$ cat config.mk
export PLATFORM = sky130hd
export DESIGN_NAME = sbox_share_arb
export DESIGN_NICKNAME = d
export VERILOG_FILES = /design/src/rtl/sbox_share_arb.sv
export SDC_FILE = /design/constraint.sdc
export NUM_CORES = 1
export LEC_CHECK = 0
export ABC_AREA = 1
export CORE_UTILIZATION = 30
export CTS_BUF_LIST = sky130_fd_sc_hd__clkbuf_4 sky130_fd_sc_hd__clkbuf_8 sky130_fd_sc_hd__clkbuf_16
export CTS_CLUSTER_SIZE = 25
export DETAILED_ROUTE_END_ITERATION = 8
export PLACE_DENSITY = 0.48
export SETUP_SLACK_MARGIN = 0.4
export SYNTH_ARGS = -nofsm -noshare
export SYNTH_HDL_FRONTEND = slang
export SYNTH_SLANG_ARGS = --single-unit
$ cat constraint.sdc
create_clock -name clk -period 8.3 [get_ports clk]
set_input_delay 1.66 -clock clk [delete_from_list [all_inputs] [get_ports clk]]
set_output_delay 1.66 -clock clk [all_outputs]
set_load 0.01 [all_outputs]
$ cat src/rtl/sbox_share_arb.sv
// Shared 4-bit S-box with a four-requester burst-limited round-robin arbiter.
// A single table lookup is registered into a one-entry output stage that
// supports back-to-back accepts while the consumer drains.
module sbox_share_arb #(
    parameter int unsigned BURST = 2
) (
    input  logic        clk,
    input  logic        rst_n,
    input  logic [3:0]  req,
    input  logic [15:0] din,
    output logic [3:0]  gnt,
    output logic [3:0]  dout,
    output logic [1:0]  dout_id,
    output logic        dout_valid,
    input  logic        dout_ready
);

    localparam logic [2:0] BurstMax = 3'(BURST);

    typedef enum logic {StIdle, StOwn} state_e;

    state_e     state_q, state_d;
    logic [1:0] owner_q, owner_d;
    logic [1:0] ptr_q, ptr_d;
    logic [2:0] burst_cnt_q, burst_cnt_d;

    logic [3:0] dout_q;
    logic [1:0] dout_id_q;
    logic       dout_valid_q;

    logic       accept;
    logic [1:0] winner;
    logic [1:0] rr_start;
    logic [1:0] rr_win;
    logic [3:0] others;
    logic       keep_owner;
    logic [3:0] sel_nib;
    logic [3:0] sbox_out;

    // Fixed substitution table; the only instance in the block.
    function automatic logic [3:0] sbox(input logic [3:0] x);
        logic [3:0] y;
        unique case (x)
            4'h0: y = 4'h0;
            4'h1: y = 4'h3;
            4'h2: y = 4'h6;
            4'h3: y = 4'h7;
            4'h4: y = 4'hC;
            4'h5: y = 4'hF;
            4'h6: y = 4'hE;
            4'h7: y = 4'hD;
            4'h8: y = 4'hA;
            4'h9: y = 4'hF;
            4'hA: y = 4'hE;
            4'hB: y = 4'hD;
            4'hC: y = 4'hA;
            4'hD: y = 4'h8;
            4'hE: y = 4'h9;
            default: y = 4'hB;
        endcase
        return y;
    endfunction

    // Winner selection: owner keeps the table until its burst is used up,
    // or beyond that when nobody else is asking; otherwise round-robin.
    always_comb begin
        accept     = (|req) && (!dout_valid_q || dout_ready);
        others     = req & ~(4'b0001 << owner_q);
        keep_owner = (state_q == StOwn) && req[owner_q] &&
                     ((burst_cnt_q < BurstMax) || (others == 4'b0000));
        rr_start   = (state_q == StOwn) ? owner_q + 2'd1 : ptr_q;
        rr_win     = rr_start;
        // Descending scan so the closest requester to rr_start wins.
        for (int k = 3; k >= 0; k--) begin
            if (req[rr_start + 2'(k)]) begin
                rr_win = rr_start + 2'(k);
            end
        end
        winner   = keep_owner ? owner_q : rr_win;
        sel_nib  = din[{winner, 2'b00} +: 4];
        sbox_out = sbox(sel_nib);
    end

    // Arbiter state register.
    always_ff @(posedge clk or negedge rst_n) begin
        if (!rst_n) begin
            state_q     <= StIdle;
            owner_q     <= 2'd0;
            ptr_q       <= 2'd0;
            burst_cnt_q <= 3'd0;
        end else begin
            state_q     <= state_d;
            owner_q     <= owner_d;
            ptr_q       <= ptr_d;
            burst_cnt_q <= burst_cnt_d;
        end
    end

    // Arbiter next state: new owner on accept, fall back to idle on an empty request cycle.
    always_comb begin
        state_d     = state_q;
        owner_d     = owner_q;
        ptr_d       = ptr_q;
        burst_cnt_d = burst_cnt_q;
        if (accept) begin
            state_d = StOwn;
            owner_d = winner;
            ptr_d   = winner + 2'd1;
            if ((state_q == StIdle) || (winner != owner_q)) begin
                burst_cnt_d = 3'd1;
            end else if (burst_cnt_q < BurstMax) begin
                burst_cnt_d = burst_cnt_q + 3'd1;
            end
        end else if (req == 4'b0000) begin
            state_d     = StIdle;
            burst_cnt_d = 3'd0;
        end
    end

    // Grant strobe; forced low while reset is asserted.
    always_comb begin
        gnt = 4'b0000;
        if (rst_n && accept) begin
            gnt[winner] = 1'b1;
        end
    end

    // Result register: load on accept, clear valid on a drain without a new accept.
    always_ff @(posedge clk or negedge rst_n) begin
        if (!rst_n) begin
            dout_q       <= 4'h0;
            dout_id_q    <= 2'd0;
            dout_valid_q <= 1'b0;
        end else if (accept) begin
            dout_q       <= sbox_out;
            dout_id_q    <= winner;
            dout_valid_q <= 1'b1;
        end else if (dout_ready) begin
            dout_valid_q <= 1'b0;
        end
    end

    assign dout       = dout_q;
    assign dout_id    = dout_id_q;
    assign dout_valid = dout_valid_q;

endmodule
# Word-level counts from Yosys, hierarchy flattened

Memory sizes are Yosys's and may differ from the RTL's. A register that Yosys moved wholly into a read port is not among the register bits.
Index checks and enable logic that the tools add are counted.

Add/sub/neg operators: 6
Order comparisons: 8
Eq/ne operators: 2
Shifts and indexed selects: 2
Muxes and demuxes: 27
Bitwise operators: 3
Reduce and logical (&&, ||, !) cells: 16

Operators with widths:

| cell                                                | count |
|---|---|
| < comparator 2 x 3 -> 1 bit, second input constant  | 6 |
| indexed part select 16 x 5 -> 4 bit                 | 1 |
| 2-to-1 mux 2 bit                                    | 6 |
| 2-to-1 mux 3 bit                                    | 4 |
| binary-select mux 1 bit (select 2 bit)              | 5 |
| 2-to-1 mux 1 bit                                    | 10 |
| logical NOT 4 bit                                   | 2 |
| adder 2 x 1 -> 2 bit, second input constant         | 3 |
| logical AND 1 bit                                   | 5 |
| adder 2 bit, second input constant                  | 2 |
| bitwise AND 4 bit                                   | 1 |
| 2-to-1 mux 4 bit                                    | 1 |
| inverter 4 bit                                      | 1 |
| nonzero test 2 bit                                  | 2 |
| OR reduction 4 bit                                  | 1 |
| << shifter 1 x 2 -> 4 bit, first input constant     | 1 |
| adder 3 x 1 -> 3 bit, second input constant         | 1 |
| logical OR 1 bit                                    | 3 |
| < comparator 3 x 2 -> 1 bit, second input constant  | 1 |
| != test 3 x 1 -> 1 bit, second input constant       | 1 |
| demux 1 bit (select 2 bit)                          | 1 |
| >= comparator 2 x 1 -> 1 bit, second input constant | 1 |
| logical NOT 1 bit                                   | 2 |
| != test 2 bit                                       | 1 |
| other kinds (2)                                     | 2 |

Bits in registers: 9
ROM bits: 64
Input bits: 23
Output and inout port bits: 11
Logic and storage cells: 70
Memories: 1

Memory list:

| memory          | words | bits a word | read ports | clocked after memory_dff | wr ports | RTL line | RTL |
|---|---|---|---|---|---|---|---|
| (no name shown) | 16    | 4           | 1          | 1                        | 0        | 43       | `unique case (x)` |

# Logic depth before layout (Yosys ltp)

Gate-level depths: netlist (run 1).

Depth in word-level cells: 15
Mapped depth: 27
Mapped depth without buffers: 26

# Least setup slack after synthesis (run 1)

Ideal clock, no wire load.

Kind: input -> output
From: input port req[2]
To: output port gnt[0]
Arrival: 2949 ps
Data required time: 6640 ps
Setup slack: 3691 ps
Stages: 11
Path buffers: 0
Cells stage by stage: inv_1 > o22ai_1 > o22ai_1 > nand2_1 > inv_1 > a21oi_1 > nand2_1 > nand2_2 > ha_1 > inv_1 > nor2_1

Longest elaborated chain between the ends: 12
Elaborated cells on any way between the ends: 29
Those cells by class: order compare (2); mux (18); bitwise (1); reduce/logical (8)

Ends and longest elaborated chain:

| element                                                                                                  | RTL line | RTL |
|---|---|---|
| start, declared                                                                                          | 9        | `input logic [3:0] req,` |
| binary-select mux 1 bit (select 2 bit)                                                                   | 75       | `if (req[rr_start + 2'(k)]) begin` |
| 2-to-1 mux 1 bit (implied by the code)                                                                   | 75       |  |
| 2-to-1 mux 2 bit (4 in series)                                                                           | 75       |  |
| 2-to-1 mux 2 bit                                                                                         | 79       | `winner = keep_owner ? owner_q : rr_win;` |
| < comparator 2 x 3 -> 1 bit (implied by the code) / >= comparator 2 x 1 -> 1 bit (equally long branches) | 124      | `gnt[winner] = 1'b1;` |
| logical AND 1 bit (implied by the code)                                                                  | 124      |  |
| 2-to-1 mux 1 bit (implied by the code)                                                                   | 124      |  |
| demux 1 bit (select 2 bit)                                                                               | 124      |  |
| 2-to-1 mux 4 bit (*)                                                                                     | 123      | `if (rst_n && accept) begin` |
| end, declared                                                                                            | 11       | `output logic [3:0] gnt,` |

Mark *: on every way between the ends. The rest lies on a longest branch, timed or not. The select of a mux whose other input is x is not followed.

# Worst setup path after layout (run 1)

From: input port req[1]
To: output port gnt[2]

The elaborated chain is that of the path after synthesis.

==> impl_metrics.tcl, run 1 <==
set metrics [dict create \
    max_freq_mhz 167 \
    switching_share_pct 56.6 \
    intPower_mw 0.371 \
    wl_per_cell_um 10.7 \
    p_clk_share_pct 6.9 \
    syn_to_final_growth_pct 29.2 \
    final_common_cell "nand2_1" \
    fp.dieW_um 72.2 \
    cts_hold_buf 0 \
    ir_drop_uv 169 \
    hold_viol_final 0 \
    overflow 0 \
    p_per_area_nw_per_um2 446 \
    drive_gt1_share_pct 7.80 \
    drv_slew 0 \
    grt_util_all_layers_pct 15.8 \
    initial_core_util_pct 31.3 \
    worst_slew_pin_slew_ns 0.737 \
    gp_congestion 0.795 \
    hpwl_um 2970 \
    timing.final.ws_setup_ns 2.32 \
    io_pins 34 \
    critPathCaptureType "output pin" \
    cts_root_buffer "clkbuf_8" \
    worst_path_max_delay_cell "clkdlybuf4s50_1" \
    h-tree-depth 1 \
    critPathArrivalTime_ns 4.32 \
    crit_family "buffers and inverters" \
    ys_seq_area_share_pct 22.0 \
    cts_sinks 13 \
    die_y_um 72.2 \
    syn_avg_cell_area_um2 5.94 \
    worstPathCellList "clkdlybuf4s50_1 > inv_1 > o21ai_0 > nand2_1 > a21oi_1 > nand2_1 > inv_1 > nand2_1 > nand2_4 > ha_1 > inv_1 > nor2_1 > clkdlybuf4s50_1" \
    grt_max_degree 21 \
    skew_ns 0.00294 \
    path_buf_inv 5 \
    status "finished clean" \
    num_vias 1535 \
    post-route-period-util_pct 72.0 \
    clock_latency_ns 0.24 \
    yosysWarnings 0 \
    setup_violations 0 \
    period_needed_ns 5.98 \
    synth.distinct_cells 29 \
    ys_seq_elements 13 \
    worstPathMaxFanout 20 \
    slowest_delay_ns 0.55 \
    drc 0 \
    mostFrequentLayoutCells "92 x nand2_1, 38 x inv_1, 33 x clkdlybuf4s50_1" \
    dieArea_um2 5220 \
    crit_type "primary input to output pin" \
    seq_power_share_pct 12.5 \
    place_ws_ns 2.31 \
    detail-route-antenna-nets 0 \
    fin_hold_ws_ns 0.478 \
    grt_pass1_vias 1541 \
    drv_cap 0 \
    syn_nets 282 \
    synth_cells 249 \
    cts.repair.resized 0 \
    grt_pass1_wl_um 6650 \
    p_comb_share_pct 80.6 \
    syn_area_um2 1480 \
    required_ns 6.64 \
    clock_path_buffers 2 \
    slew_headroom_pct 50.7 \
    cts_buffers 3 \
    switchingPower_mw 0.483 \
    post_cts_buffers 0 \
    hp-class "register to register" \
    diodes 0 \
    startpoint_type "primary input" \
    coreArea_um2 4720 \
    fin_nets 316 \
    firstDrtPassIters 4 \
    leakage_nw 0.996 \
    routed_via_density 4.40 \
    drt_iter0_markers 121 \
    drt_wl_total_um 3730 \
    rsz0062_at_grt "no" \
    setup_tns_ns 0 \
    num_rows 25 \
    cts.clk_slew.worst_paths_ns 0.06 \
    antenna_found_initial 0 \
    port_buffers 33 \
    tritoncts "yes" \
]
## final cells by class
class	count	area [um^2]
fill	522	2810
multi-input combinational	189	962
timing repair buffer	33	330
sequential	13	325
inverter	43	161
tap	67	83.8
clock buffer	4	48.8
## worst register-to-register path: cells and delay by family, from the launching register on
kind	cells	cell delay, ns
AND/OR/NAND/NOR	20	1.84
adder cells (fa/ha/maj)	2	0.64
flip-flops	1	0.49
buffers and inverters	3	0.27
## stage by stage
step	power [mW]	util, %	instances	instance area (um^2)
2_1_floorplan	0.648	-	249	1480
3_3_place_gp	0.811	39.4	345	1860
3_5_place_dp	0.805	39.4	345	1860
4_1_cts	0.867	40.5	349	1910
5_1_grt	0.978	40.5	349	1910
6_report	0.853	40.5	349	1910
## metal layers
layer	global-route usage, %	wire length, um
met1	20.2	1830
met2	28.3	1750
met3	2.64	133
met4	2.18	12
met5	0	0
## power groups by stage
stage	logic [mW]	clock network (mW)	registers (mW)
final	0.688	0.0589	0.107
after global placement	0.702	0	0.108
after detailed placement	0.696	0	0.108
after floorplan	0.538	0	0.110
after global routing	0.803	0.0646	0.110
after CTS	0.700	0.0601	0.107
## registers in the layout, indices dropped and copies added (netlist names)
signal	flops
dout	4
dout_id	2
burst_cnt_q	3
ptr_q	2
state_q	1
dout_valid	1
## final timing paths
path | from | to | slack [ns] | cells after the start
min reg2reg | dout[1]$_DFFE_PN0P_ | dout[1]$_DFFE_PN0P_ | 0.48 | 2
min in group asynchronous | rst_n | dout[3]$_DFFE_PN0P_ | 1.80 | 1
max in group asynchronous | rst_n | dout_id[0]$_DFFE_PN0P_ | 6.10 | 1
max | req[1] | gnt[2] | 2.32 | 13
max reg2reg | dout_id[1]$_DFFE_PN0P_ | dout[1]$_DFFE_PN0P_ | 4.97 | 25
min | dout[1]$_DFFE_PN0P_ | dout[1]$_DFFE_PN0P_ | 0.48 | 2
## logic make-up after synthesis
| logic type | after synthesis | synth area share, % |
|---|---|---|
| fa+ha+maj | 10 | 8.45 |
| compound gates | 32 | 12.8 |
| buf+inv | 47 | 13.0 |
| xor+xnor | 1 | 0.592 |
| flops | 13 | 22.0 |
| simple gates | 146 | 43.1 |
## Yosys cell counts
| master | count | area share, % |
|---|---|---|
| ha_1 | 10 | 8.5 |
| nand2_1 | 92 | 23 |
| buf_2 | 1 | 0.34 |
| a21oi_4 | 1 | 1.1 |
| inv_1 | 38 | 9.6 |
| o21ai_0 | 8 | 2.7 |
| a21oi_2 | 1 | 0.59 |
| nor4_1 | 1 | 0.42 |
| nand3b_1 | 2 | 1.0 |
| o211ai_1 | 3 | 1.5 |
| nand2_2 | 8 | 3.4 |
| o21ai_1 | 7 | 2.4 |
| o22ai_1 | 3 | 1.3 |
| inv_2 | 4 | 1.0 |
| buf_6 | 2 | 1.5 |
| clkinv_1 | 1 | 0.25 |
| clkbuf_1 | 1 | 0.25 |
| a31oi_1 | 1 | 0.42 |
| nor2_1 | 13 | 3.3 |
| o21bai_1 | 1 | 0.51 |
| nand2_4 | 1 | 0.76 |
| nand3_1 | 23 | 7.8 |
| nor3_2 | 1 | 0.68 |
| nand3_2 | 2 | 1.4 |
| and2_1 | 1 | 0.42 |
| a21oi_1 | 7 | 2.4 |
| nor3_1 | 2 | 0.68 |
| xnor2_1 | 1 | 0.59 |
| dfrtp_1 | 13 | 22 |
Note: power is estimated with default switching activity, not from simulation.
==> run 2: changes to the inputs <==
==> constraint.sdc (replaced) <==
create_clock -name clk -period 6 [get_ports clk]
set_input_delay 1.2 -clock clk [delete_from_list [all_inputs] [get_ports clk]]
set_output_delay 1.2 -clock clk [all_outputs]
set_load 0.01 [all_outputs]
==> run 2 against run 1 <==
Compared with the run above:
- wire length down 2.5%
- clock power is 38% higher
- critical path depth stayed put
- final cell count is 0.57% higher
- clock-buffer cell count unchanged
- first-iteration DRC count decreased by 60%
- clock skew decreased by 0.0025 ns
- total power up 38%
- critical path type unchanged
- critical endpoint unchanged
- largest cell class unchanged
==> impl_metrics.tcl, run 2 (synthesis gave the netlist of run 1 again) <==
set metrics [dict create \
    num_vias 1565 \
    h-tree-depth 1 \
    routed_via_density 4.46 \
    seq_power_share_pct 12.5 \
    critPathArrivalTime_ns 3.84 \
    final_util_pct 40.8 \
    leakage_nw 1.01 \
    fillCellCount 529 \
    post-route-period-util_pct 84.0 \
    grt_max_degree 21 \
    place_ws_ns 0.950 \
    worst_slew_pin_slew_ns 0.502 \
    crit_end "gnt[2]" \
    grt_util_all_layers_pct 15.3 \
    dieArea_um2 5220 \
    grt_pass1_vias 1495 \
    initial_core_util_pct 31.3 \
    p_comb_share_pct 80.7 \
    path_buf_inv 5 \
    max_freq_mhz 198 \
    clock_latency_ns 0.24 \
    rsz0062_at_grt "no" \
    required_ns 4.80 \
    die_y_um 72.2 \
    timing.final.ws_setup_ns 0.959 \
    fin_nets 318 \
    setup_tns_ns 0 \
    hpwl_um 2900 \
    hold_viol_final 0 \
    period_needed_ns 5.04 \
    drv_cap 0 \
    worstPathMaxFanout 20 \
    syn_to_final_growth_pct 30.2 \
    critPathCaptureType "output pin" \
    path_depth 13 \
    switching_share_pct 56.3 \
    cts.clk_slew.worst_paths_ns 0.05 \
    cts_root_buffer "clkbuf_8" \
    diodes 0 \
    place_inst 347 \
    cts_sinks 13 \
    cts_buffers 3 \
    setup_violations 0 \
    drt_iter0_markers 48 \
    tritoncts "yes" \
    intPower_mw 0.515 \
    wl_per_cell_um 10.4 \
    detail-route-antenna-nets 0 \
    io_pins 34 \
    fp.dieW_um 72.2 \
    drc 0 \
    cts_hold_buf 0 \
    hp-class "register to register" \
    p_clk_share_pct 6.9 \
    clock_path_buffers 2 \
    gp_congestion 0.798 \
    p_per_area_nw_per_um2 613 \
    worstReg2RegStart "dout_id[1]$_DFFE_PN0P_" \
    cts.repair.resized 0 \
    timing.rr.end "dout[1]$_DFFE_PN0P_" \
    ir_drop_uv 219 \
    slew_headroom_pct 66.2 \
    num_rows 25 \
    coreArea_um2 4720 \
    rrSetupSlack_ns 2.72 \
    grt_pass1_wl_um 6490 \
    mostFrequentLayoutCells "92 x nand2_1, 38 x inv_1, 33 x clkdlybuf4s50_1" \
    firstDrtPassIters 4 \
    post_cts_buffers 0 \
    largest_register_ffs 4 \
    crit_type "primary input to output pin" \
    drive_gt1_share_pct 8.45 \
    crit_family "buffers and inverters" \
    skew_ns 0.000471 \
    worst-r2r-cell-count 25 \
    worstPathCellList "clkdlybuf4s50_1 > inv_1 > o21ai_0 > nand2_1 > a21oi_1 > nand2_1 > inv_1 > nand2_1 > nand2_4 > ha_1 > inv_1 > nor2_1 > clkdlybuf4s50_1" \
    port_buffers 33 \
    switchingPower_mw 0.665 \
    overflow 0 \
    startpoint_type "primary input" \
    antenna_found_initial 0 \
    drv_slew 0 \
    status "finished clean" \
    final_common_cell "nand2_1" \
    drt_wl_total_um 3630 \
    worst_path_max_delay_cell "clkdlybuf4s50_1" \
    stdcell_count 351 \
    power_mw 1.18 \
    slowest_delay_ns 0.54 \
    startpoint "req[1]" \
]
run 2: final cells by class:
class	instances	area, um^2	share of cell area, %
inverters	43	161	8.38
repair buffers	35	345	17.9
multi-input cells	189	962	49.9
clock buffers	4	48.8	2.53
well taps	67	83.8	4.35
flip-flops and latches	13	325	16.9
run 2: layer usage:
metal  part of all wire [%]  up-vias  global-route usage [%]
li1                       -      847                       -
met3                    2.6        4                    2.08
met2                     47       30                    26.4
met5                      0        -                       0
met1                     50      684                    20.6
met4                   0.74        0                    2.83
run 2: power by group through the flow:
stage	registers [mW]	logic, mW	clock network (mW)
floorplan	0.153	0.744	0
global placement	0.150	0.971	0
detailed placement	0.150	0.963	0
CTS	0.148	0.970	0.0832
global route	0.153	1.11	0.0892
finish	0.147	0.952	0.0810
run 2: how the worst min path moves through the flow:
stage                               end           startpoint  cells past startpoint  slack, ns
CTS                 dout[1]$_DFFE_PN0P_  dout[1]$_DFFE_PN0P_                      2       0.48
global placement    dout[1]$_DFFE_PN0P_  dout[1]$_DFFE_PN0P_                      2       0.47
finish              dout[1]$_DFFE_PN0P_  dout[1]$_DFFE_PN0P_                      2       0.47
detailed placement  dout[1]$_DFFE_PN0P_  dout[1]$_DFFE_PN0P_                      2       0.46
floorplan           dout[1]$_DFFE_PN0P_  dout[1]$_DFFE_PN0P_                      2       0.52
global route        dout[1]$_DFFE_PN0P_  dout[1]$_DFFE_PN0P_                      2       0.52
run 2: worst reg2reg max path, stage by stage, from the launching register on:
cell and delay [ns]:
dfrtp_1 0.49, inv_1 0.16, ha_1 0.31, inv_1 0.06, nand2_1 0.04, nand2_1 0.18, nand2_1 0.07, nand2_1 0.08
nand2_1 0.05, nand2_1 0.08, nand2_1 0.05, nand2_1 0.07, nand2_1 0.05, nand2_1 0.06, nand3_2 0.24, nand2_4 0.29
nand2_1 0.08, nand3_1 0.07, nand2_1 0.13, ha_1 0.32, nand2_1 0.07, nand2_1 0.05, nand2_1 0.05, nand2_1 0.04
nand2_1 0.05, nand2_1 0.04
run 2: per-stage QoR:
stage | instance area [um^2] | hold WS, ns
after global placement | 1880 | 0.471
final | 1930 | 0.474
after global routing | 1930 | 0.521
after floorplan | 1480 | 0.515
after detailed placement | 1880 | 0.465
after CTS | 1930 | 0.480
